### config.mk
export PLATFORM = sky130hd
export DESIGN_NAME = seq_display_scan
export DESIGN_NICKNAME = d
export VERILOG_FILES = /design/src/rtl/seq_display_pkg.sv /design/src/rtl/seq_display_scan_hex.sv /design/src/rtl/seq_display_scan.sv
export SDC_FILE = /design/constraint.sdc
export NUM_CORES = 1
export LEC_CHECK = 0
export CORE_ASPECT_RATIO = 1.2
export CORE_MARGIN = 5
export CORE_UTILIZATION = 50
export CTS_BUF_LIST = sky130_fd_sc_hd__clkbuf_16
export DETAILED_ROUTE_END_ITERATION = 16
export PLACE_DENSITY = 0.73
export SYNTH_ARGS = -nofsm -noshare
export SYNTH_HDL_FRONTEND = slang
export SYNTH_HIERARCHICAL = 1
export SYNTH_SLANG_ARGS = --single-unit
### constraint.sdc
create_clock -name clk -period 3.01 [get_ports clk]
set_clock_uncertainty 0.05 [all_clocks]
set_input_delay 0.602 -clock clk [delete_from_list [all_inputs] [get_ports clk]]
set_output_delay 0.602 -clock clk [all_outputs]
set_load 0.05 [all_outputs]
### src/rtl/seq_display_pkg.sv
// Shared digit/segment types and the active-high hex segment table for the sequence display.
package seq_display_pkg;

    typedef logic [3:0] digit_t;
    typedef logic [6:0] seg_t;

    // Bit order {g,f,e,d,c,b,a}, active-high; index 0 is hex 0.
    localparam seg_t SEG_HEX [16] = '{
        7'b0111111, 7'b0000110, 7'b1011011, 7'b1001111,
        7'b1100110, 7'b1101101, 7'b1111101, 7'b0000111,
        7'b1111111, 7'b1101111, 7'b1110111, 7'b1111100,
        7'b0111001, 7'b1011110, 7'b1111001, 7'b1110001
    };

    localparam seg_t SEG_BLANK = 7'b0000000;

endpackage

### src/rtl/seq_display_scan_hex.sv
// Combinational hex digit to active-high 7-segment lookup; zero latency, no flow control.
module hex_to_seg7
    import seq_display_pkg::*;
(
    input  digit_t digit_i,
    output seg_t   seg_o
);

    assign seg_o = SEG_HEX[digit_i];

endmodule

### src/rtl/seq_display_scan.sv
// History of the last NUM_DIGITS sequence values, scanned onto a muxed 7-segment display.
// Display outputs are registered (1 cycle); load_i is always accepted. Optional: SEQ_DISPLAY_DP_NEWEST_EN.
module seq_display_scan
    import seq_display_pkg::*;
#(
    parameter int NUM_DIGITS   = 4,
    parameter int SCAN_DIV     = 50000,
    parameter int COMMON_ANODE = 1
) (
    input  logic                              clk,
    input  logic                              rst,
    input  logic [3:0]                        value_i,
    input  logic                              load_i,
    input  logic                              clear_i,
    output logic [6:0]                        seg_o,
    output logic                              dp_o,
    output logic [NUM_DIGITS-1:0]             an_o,
    output logic [$clog2(NUM_DIGITS+1)-1:0]   fill_o
);

    localparam int IDX_W  = $clog2(NUM_DIGITS);
    localparam int FILL_W = $clog2(NUM_DIGITS + 1);
    localparam int CNT_W  = $clog2(SCAN_DIV);

    localparam logic [CNT_W-1:0]      CNT_LAST = CNT_W'(SCAN_DIV - 1);
    localparam logic [IDX_W-1:0]      IDX_LAST = IDX_W'(NUM_DIGITS - 1);
    localparam logic [FILL_W-1:0]     FILL_MAX = FILL_W'(NUM_DIGITS);

    // Inactive level of every display output: high for common-anode parts.
    localparam logic                  ACT_LOW  = (COMMON_ANODE != 0);
    localparam seg_t                  SEG_OFF  = SEG_BLANK ^ {7{ACT_LOW}};
    localparam logic [NUM_DIGITS-1:0] AN_OFF   = {NUM_DIGITS{ACT_LOW}};

    logic [CNT_W-1:0]                 cnt_q,  cnt_d;
    logic [IDX_W-1:0]                 idx_q,  idx_d;
    logic [FILL_W-1:0]                fill_q, fill_d;
    digit_t [NUM_DIGITS-1:0]          hist_q, hist_d;
    seg_t                             seg_q,  seg_d;
    logic [NUM_DIGITS-1:0]            an_q,   an_d;

    logic                             tick;
    logic                             lit;
    digit_t                           cur_digit;
    seg_t                             cur_seg;
    logic [NUM_DIGITS-1:0]            an_hot;

    assign tick = (cnt_q == CNT_LAST);

    always_comb begin
        cnt_d = tick ? '0 : cnt_q + 1'b1;
        idx_d = idx_q;
        if (tick) begin
            idx_d = (idx_q == IDX_LAST) ? '0 : idx_q + 1'b1;
        end
    end

    // Clear dominates load; the prescaler keeps running regardless.
    always_comb begin
        hist_d = hist_q;
        fill_d = fill_q;
        if (clear_i) begin
            hist_d = '0;
            fill_d = '0;
        end else if (load_i) begin
            hist_d[0] = value_i;
            for (int k = 1; k < NUM_DIGITS; k++) begin
                hist_d[k] = hist_q[k-1];
            end
            if (fill_q != FILL_MAX) begin
                fill_d = fill_q + 1'b1;
            end
        end
    end

    assign cur_digit = hist_q[idx_q];

    hex_to_seg7 u_hex (
        .digit_i (cur_digit),
        .seg_o   (cur_seg)
    );

    // Slots at or beyond the fill count were never loaded and stay dark.
    always_comb begin
        lit    = (FILL_W'(idx_q) < fill_q);
        an_hot = NUM_DIGITS'(1) << idx_q;
        seg_d  = SEG_OFF;
        an_d   = AN_OFF;
        if (lit) begin
            seg_d = cur_seg ^ {7{ACT_LOW}};
            an_d  = an_hot ^ AN_OFF;
        end
    end

    always_ff @(posedge clk or posedge rst) begin
        if (rst) begin
            cnt_q  <= '0;
            idx_q  <= '0;
            fill_q <= '0;
            hist_q <= '0;
            seg_q  <= SEG_OFF;
            an_q   <= AN_OFF;
        end else begin
            cnt_q  <= cnt_d;
            idx_q  <= idx_d;
            fill_q <= fill_d;
            hist_q <= hist_d;
            seg_q  <= seg_d;
            an_q   <= an_d;
        end
    end

    assign seg_o  = seg_q;
    assign an_o   = an_q;
    assign fill_o = fill_q;

`ifdef SEQ_DISPLAY_DP_NEWEST_EN
    logic dp_q, dp_d;

    // Marks the newest value: slot 0 whenever anything has been loaded.
    assign dp_d = ((idx_q == '0) && (fill_q != '0)) ^ ACT_LOW;

    always_ff @(posedge clk or posedge rst) begin
        if (rst) begin
            dp_q <= ACT_LOW;
        end else begin
            dp_q <= dp_d;
        end
    end

    assign dp_o = dp_q;
`else
    assign dp_o = ACT_LOW;
`endif

endmodule

==> run summary <==
After technology mapping, the gate count stands at 217. The maximum clock frequency is 439 MHz, and the aggregate global-route resource usage is 15.2%. Counting I/O delays and the setup requirement, the final critical path takes 2.28 ns. The cell area after synthesis is 2430 sq um. The total wirelength of the detailed-routed design came out at 4140 microns. The congestion estimate from routability-driven global placement came to 0.742.

Number of placement rows: 27. Setup repair after global routing left no endpoint under its margin. Setup slack on the worst reg-to-reg path comes out at 0.73 ns. The first routing iteration left 52 violations. VDD sags by at most 0.285 mV. The async set-or-reset flop fraction in the synthesized netlist is 100%, and the largest incremental delay on the critical path is 0.62 ns.

In the synthesized netlist, the cells that appear most often are sky130_fd_sc_hd__dfrtp_1, sky130_fd_sc_hd__nor2_1, sky130_fd_sc_hd__mux2i_1. The worst min-delay path category was reg -> reg. The number of filler instances in the final layout is 406, and the layout net count is 262. The die covers 6370 sq um. The fraction of post-synthesis cell area in the top cell type by area came out at 38.1%. Before antenna repair, the detailed router went through 4 iterations.

The die extent in x is 73.7 microns, and the I/O pin count is 23. The HPWL after detailed placement is 2910 microns. The count of final max-slew check failures came out at 0.

STA classifies the critical path startpoint as a flip-flop. The predominant post-synthesis flop cell was sky130_fd_sc_hd__dfrtp_1. In this run the number of cells on the critical path is 6. The max-capacitance violation count was 0; the power per cell area was 513 nW/um^2. A synthesized cell averages 11.2 sq um. Using the TritonRoute via totals, the vias-per-cell ratio works out to 5.23. After clock tree synthesis, the clock-pin slew on the worst setup and hold paths is 0.06 ns. During placement, the flow inserted port buffers numbering 21. The setup violation total in the final timing report is 0.

The count of nets left with antenna violations once routing finished came out at 0. The critical path's most frequent cell was sky130_fd_sc_hd__inv_1. The area fraction in and, or, nand and nor cells after synthesis was 14.7%. The die is 86.4 microns tall.

The analysis attributes to cell leakage a power of 1.26 nW. The proportion of layout cells with a drive suffix above 1 is 13.8%, and the number of cells on the worst hold path is 1. The via count of the first global-routing pass came out at 1612. The xor and xnor area share after synthesis came out at 5.40%. The cell type contributing the most total cell area after synthesis is sky130_fd_sc_hd__dfrtp_1. Slew at the pin closest to its max-slew limit: 0.800 ns. For hold timing, the worst endpoint is cnt_q[0]$_DFF_PP0_. The number of antenna violations at the first check in global routing is 0, and the global-route wire length before repair is 7400 microns. The worst-case reg-to-reg path depth came out at 6. TritonCTS built the clock tree. The maximum fanout count along the critical path is 9, and the worst path buffer plus inverter count is 2. The placed standard-cell area is 2690 sq um, and the endpoint arrival time on the critical path is 2.45 ns. The logs give 40 for the largest net degree at the start of global routing and 0 for the final count of hold timing violations. In this run, distinct cell masters in the synthesized netlist total 36. The capture instance of the worst register-to-register path is seg_o[3]$_DFF_PP1_. In this run the critical register-to-register path is launched from idx_q[0]$_DFFE_PP0N_.

Most repeated cell in the gate-level netlist after synthesis: sky130_fd_sc_hd__dfrtp_1. The critical path goes through mux4_2 > inv_1 > ha_1 > inv_1 > mux4_1 > nand2_1. The initial standard-cell utilization of the core was 52.2%.

The share of the Yosys chip area taken by registers is 49.9%. Compound-cell area share of the yosys netlist: 3.14%. In the final timing run, aggregate negative setup slack is 0 ns. The routed wirelength normalized by instance count was 13.9 microns; the residual overflow from global routing was 0.

The element type at the critical path end is a flip-flop. Yosys attributes the largest share of cell area to sky130_fd_sc_hd__dfrtp_1, sky130_fd_sc_hd__dfstp_2, sky130_fd_sc_hd__ha_1, sky130_fd_sc_hd__mux2i_1, sky130_fd_sc_hd__nor2_1. The post-synth net total was 240. The tools report the start point of the worst min-delay path as cnt_q[0]$_DFF_PP0_. After synthesis, the share of cell area in mux cells is 14.7%.

The synthesized flop and latch total is 48. The cell class contributing the biggest share of worst-path delay is multiplexers. The number of buffers added to fix hold violations after cts was 0. The tree is rooted in a sky130_fd_sc_hd__clkbuf_16. In this run the worst setup path begins at idx_q[0]$_DFFE_PP0N_.

0 antenna diodes ended up in the layout. The synthesized design contains 0 enable-type register cells. The run finished with clean final reports.

The area of the core is 4660 sq um, and the share of synthesized cell area in full adder, half adder and majority cells is 7.72%. Number of clock sinks: 48. The critical path is of the reg -> reg type. Slowest cell on the critical path: sky130_fd_sc_hd__mux4_2. The growth of design area from synthesis to finish was 16.3%.

By area, the combinational part of the netlist is dominated by simple AND/OR/NAND/NOR gates. The tools report the total vias in the final route as 1560. The tools report the number of post-CTS setup repair buffers as 0.

The remaining routing DRC violations was 0; the total clock buffers created by CTS was 5. Yosys printed 6 warnings. The worst pin sits at a relative slew slack of 46.6%. The latest clock arrival within the worst-skew pair came out at 0.29 ns. Of the available clock period, the critical path in the final layout requires 75.7%. The clock tree synthesis step divided the H-tree into 2 levels. In this run, post-CTS repair resized a total of 0 instances. The longest clock path from root to sink contains 2 buffers. After routing the design area is 2830 sq um.

The worst path required time came out at 3.18 ns.
==> final cells by class <==
type | count | area (sq um) | share of cell area, %
tap | 58 | 72.6 | 2.57
timing repair buffer | 25 | 240 | 8.49
sequential | 48 | 1210 | 42.9
multi-input combinational | 146 | 1110 | 39.3
clock inverter | 3 | 15.0 | 0.531
inverter | 13 | 48.8 | 1.72
clock buffer | 5 | 125 | 4.42
==> state kept, by name, indices dropped and copies added, names as in the netlist <==
register,count
an_o,4
cnt_q,16
fill_o,3
hist_q,16
idx_q,2
seg_o,7
==> kinds of logic (layout without fill, tap and decap cells) <==
kind of cell               count (synthesis)  count (layout)
muxes                                     28              28
and+or+nand+nor                           76              76
buffers and inverters                     23              46
adders and majority gates                 15              15
AOI/OAI and AO/OA                         11              11
xor gates and xnor gates                  15              15
other                                      1               1
DFF                                       48              48
==> metrics by stage <==
| step | utilization (%) | worst slack, ns | total power [W] | std cells | hold WS (ns) |
|---|---|---|---|---|---|
| 2_1_floorplan | - | 0.752 | 0.000872 | 217 | 0.402 |
| 3_3_place_gp | 57.7 | 0.804 | 0.000934 | 290 | 0.427 |
| 3_5_place_dp | 57.7 | 0.727 | 0.000937 | 290 | 0.433 |
| 4_1_cts | 60.7 | 0.709 | 0.00147 | 298 | 0.442 |
| 5_1_grt | 60.7 | 0.583 | 0.00151 | 298 | 0.466 |
| 6_report | 60.7 | 0.732 | 0.00145 | 298 | 0.438 |
==> worst max-delay path by stage <==
stage | end
final | seg_o[3]$_DFF_PP1_
after global routing | seg_o[3]$_DFF_PP1_
after CTS | seg_o[3]$_DFF_PP1_
after detailed placement | seg_o[3]$_DFF_PP1_
after global placement | seg_o[3]$_DFF_PP1_
after floorplan | seg_o[3]$_DFF_PP1_
==> layout by cell type (no fill, tap or decap), types with 2 or more instances in the layout <==
cell                               n
sky130_fd_sc_hd__a21boi_0          2
sky130_fd_sc_hd__a21oi_1           5
sky130_fd_sc_hd__buf_4             4
sky130_fd_sc_hd__clkbuf_16         5
sky130_fd_sc_hd__clkdlybuf4s50_1  21
sky130_fd_sc_hd__dfrtp_1          37
sky130_fd_sc_hd__dfstp_2          11
sky130_fd_sc_hd__ha_1             15
sky130_fd_sc_hd__inv_1            13
sky130_fd_sc_hd__mux2_2            4
sky130_fd_sc_hd__mux2i_1          18
sky130_fd_sc_hd__mux4_2            4
sky130_fd_sc_hd__nand2_1          15
sky130_fd_sc_hd__nand3_1           6
sky130_fd_sc_hd__nand4_1           4
sky130_fd_sc_hd__nor2_1           33
sky130_fd_sc_hd__nor2b_1           2
sky130_fd_sc_hd__nor3_1            6
sky130_fd_sc_hd__nor4_1            3
sky130_fd_sc_hd__xnor2_1          10
sky130_fd_sc_hd__xor2_1            5
==> where the power goes <==
part	leakage (nW)	internal, W	switching (W)	total, W
registers	0.613	0.000683	0.0000126	0.000695
logic	0.582	0.0000818	0.000146	0.000228
clock network	0.0687	0.000302	0.000226	0.000528
==> layer usage <==
layer / up-vias / track usage (%) / wire length, microns / part of all wire [%]
met3: 7 / 4.18 / 161 / 3.9
met4: 0 / 6.92 / 92 / 2.2
met2: 25 / 23.5 / 1970 / 47
met5: - / 0 / 0 / 0
met1: 763 / 19.6 / 1920 / 46
li1: 765 / - / - / -
(Power assumes the default switching activity.)
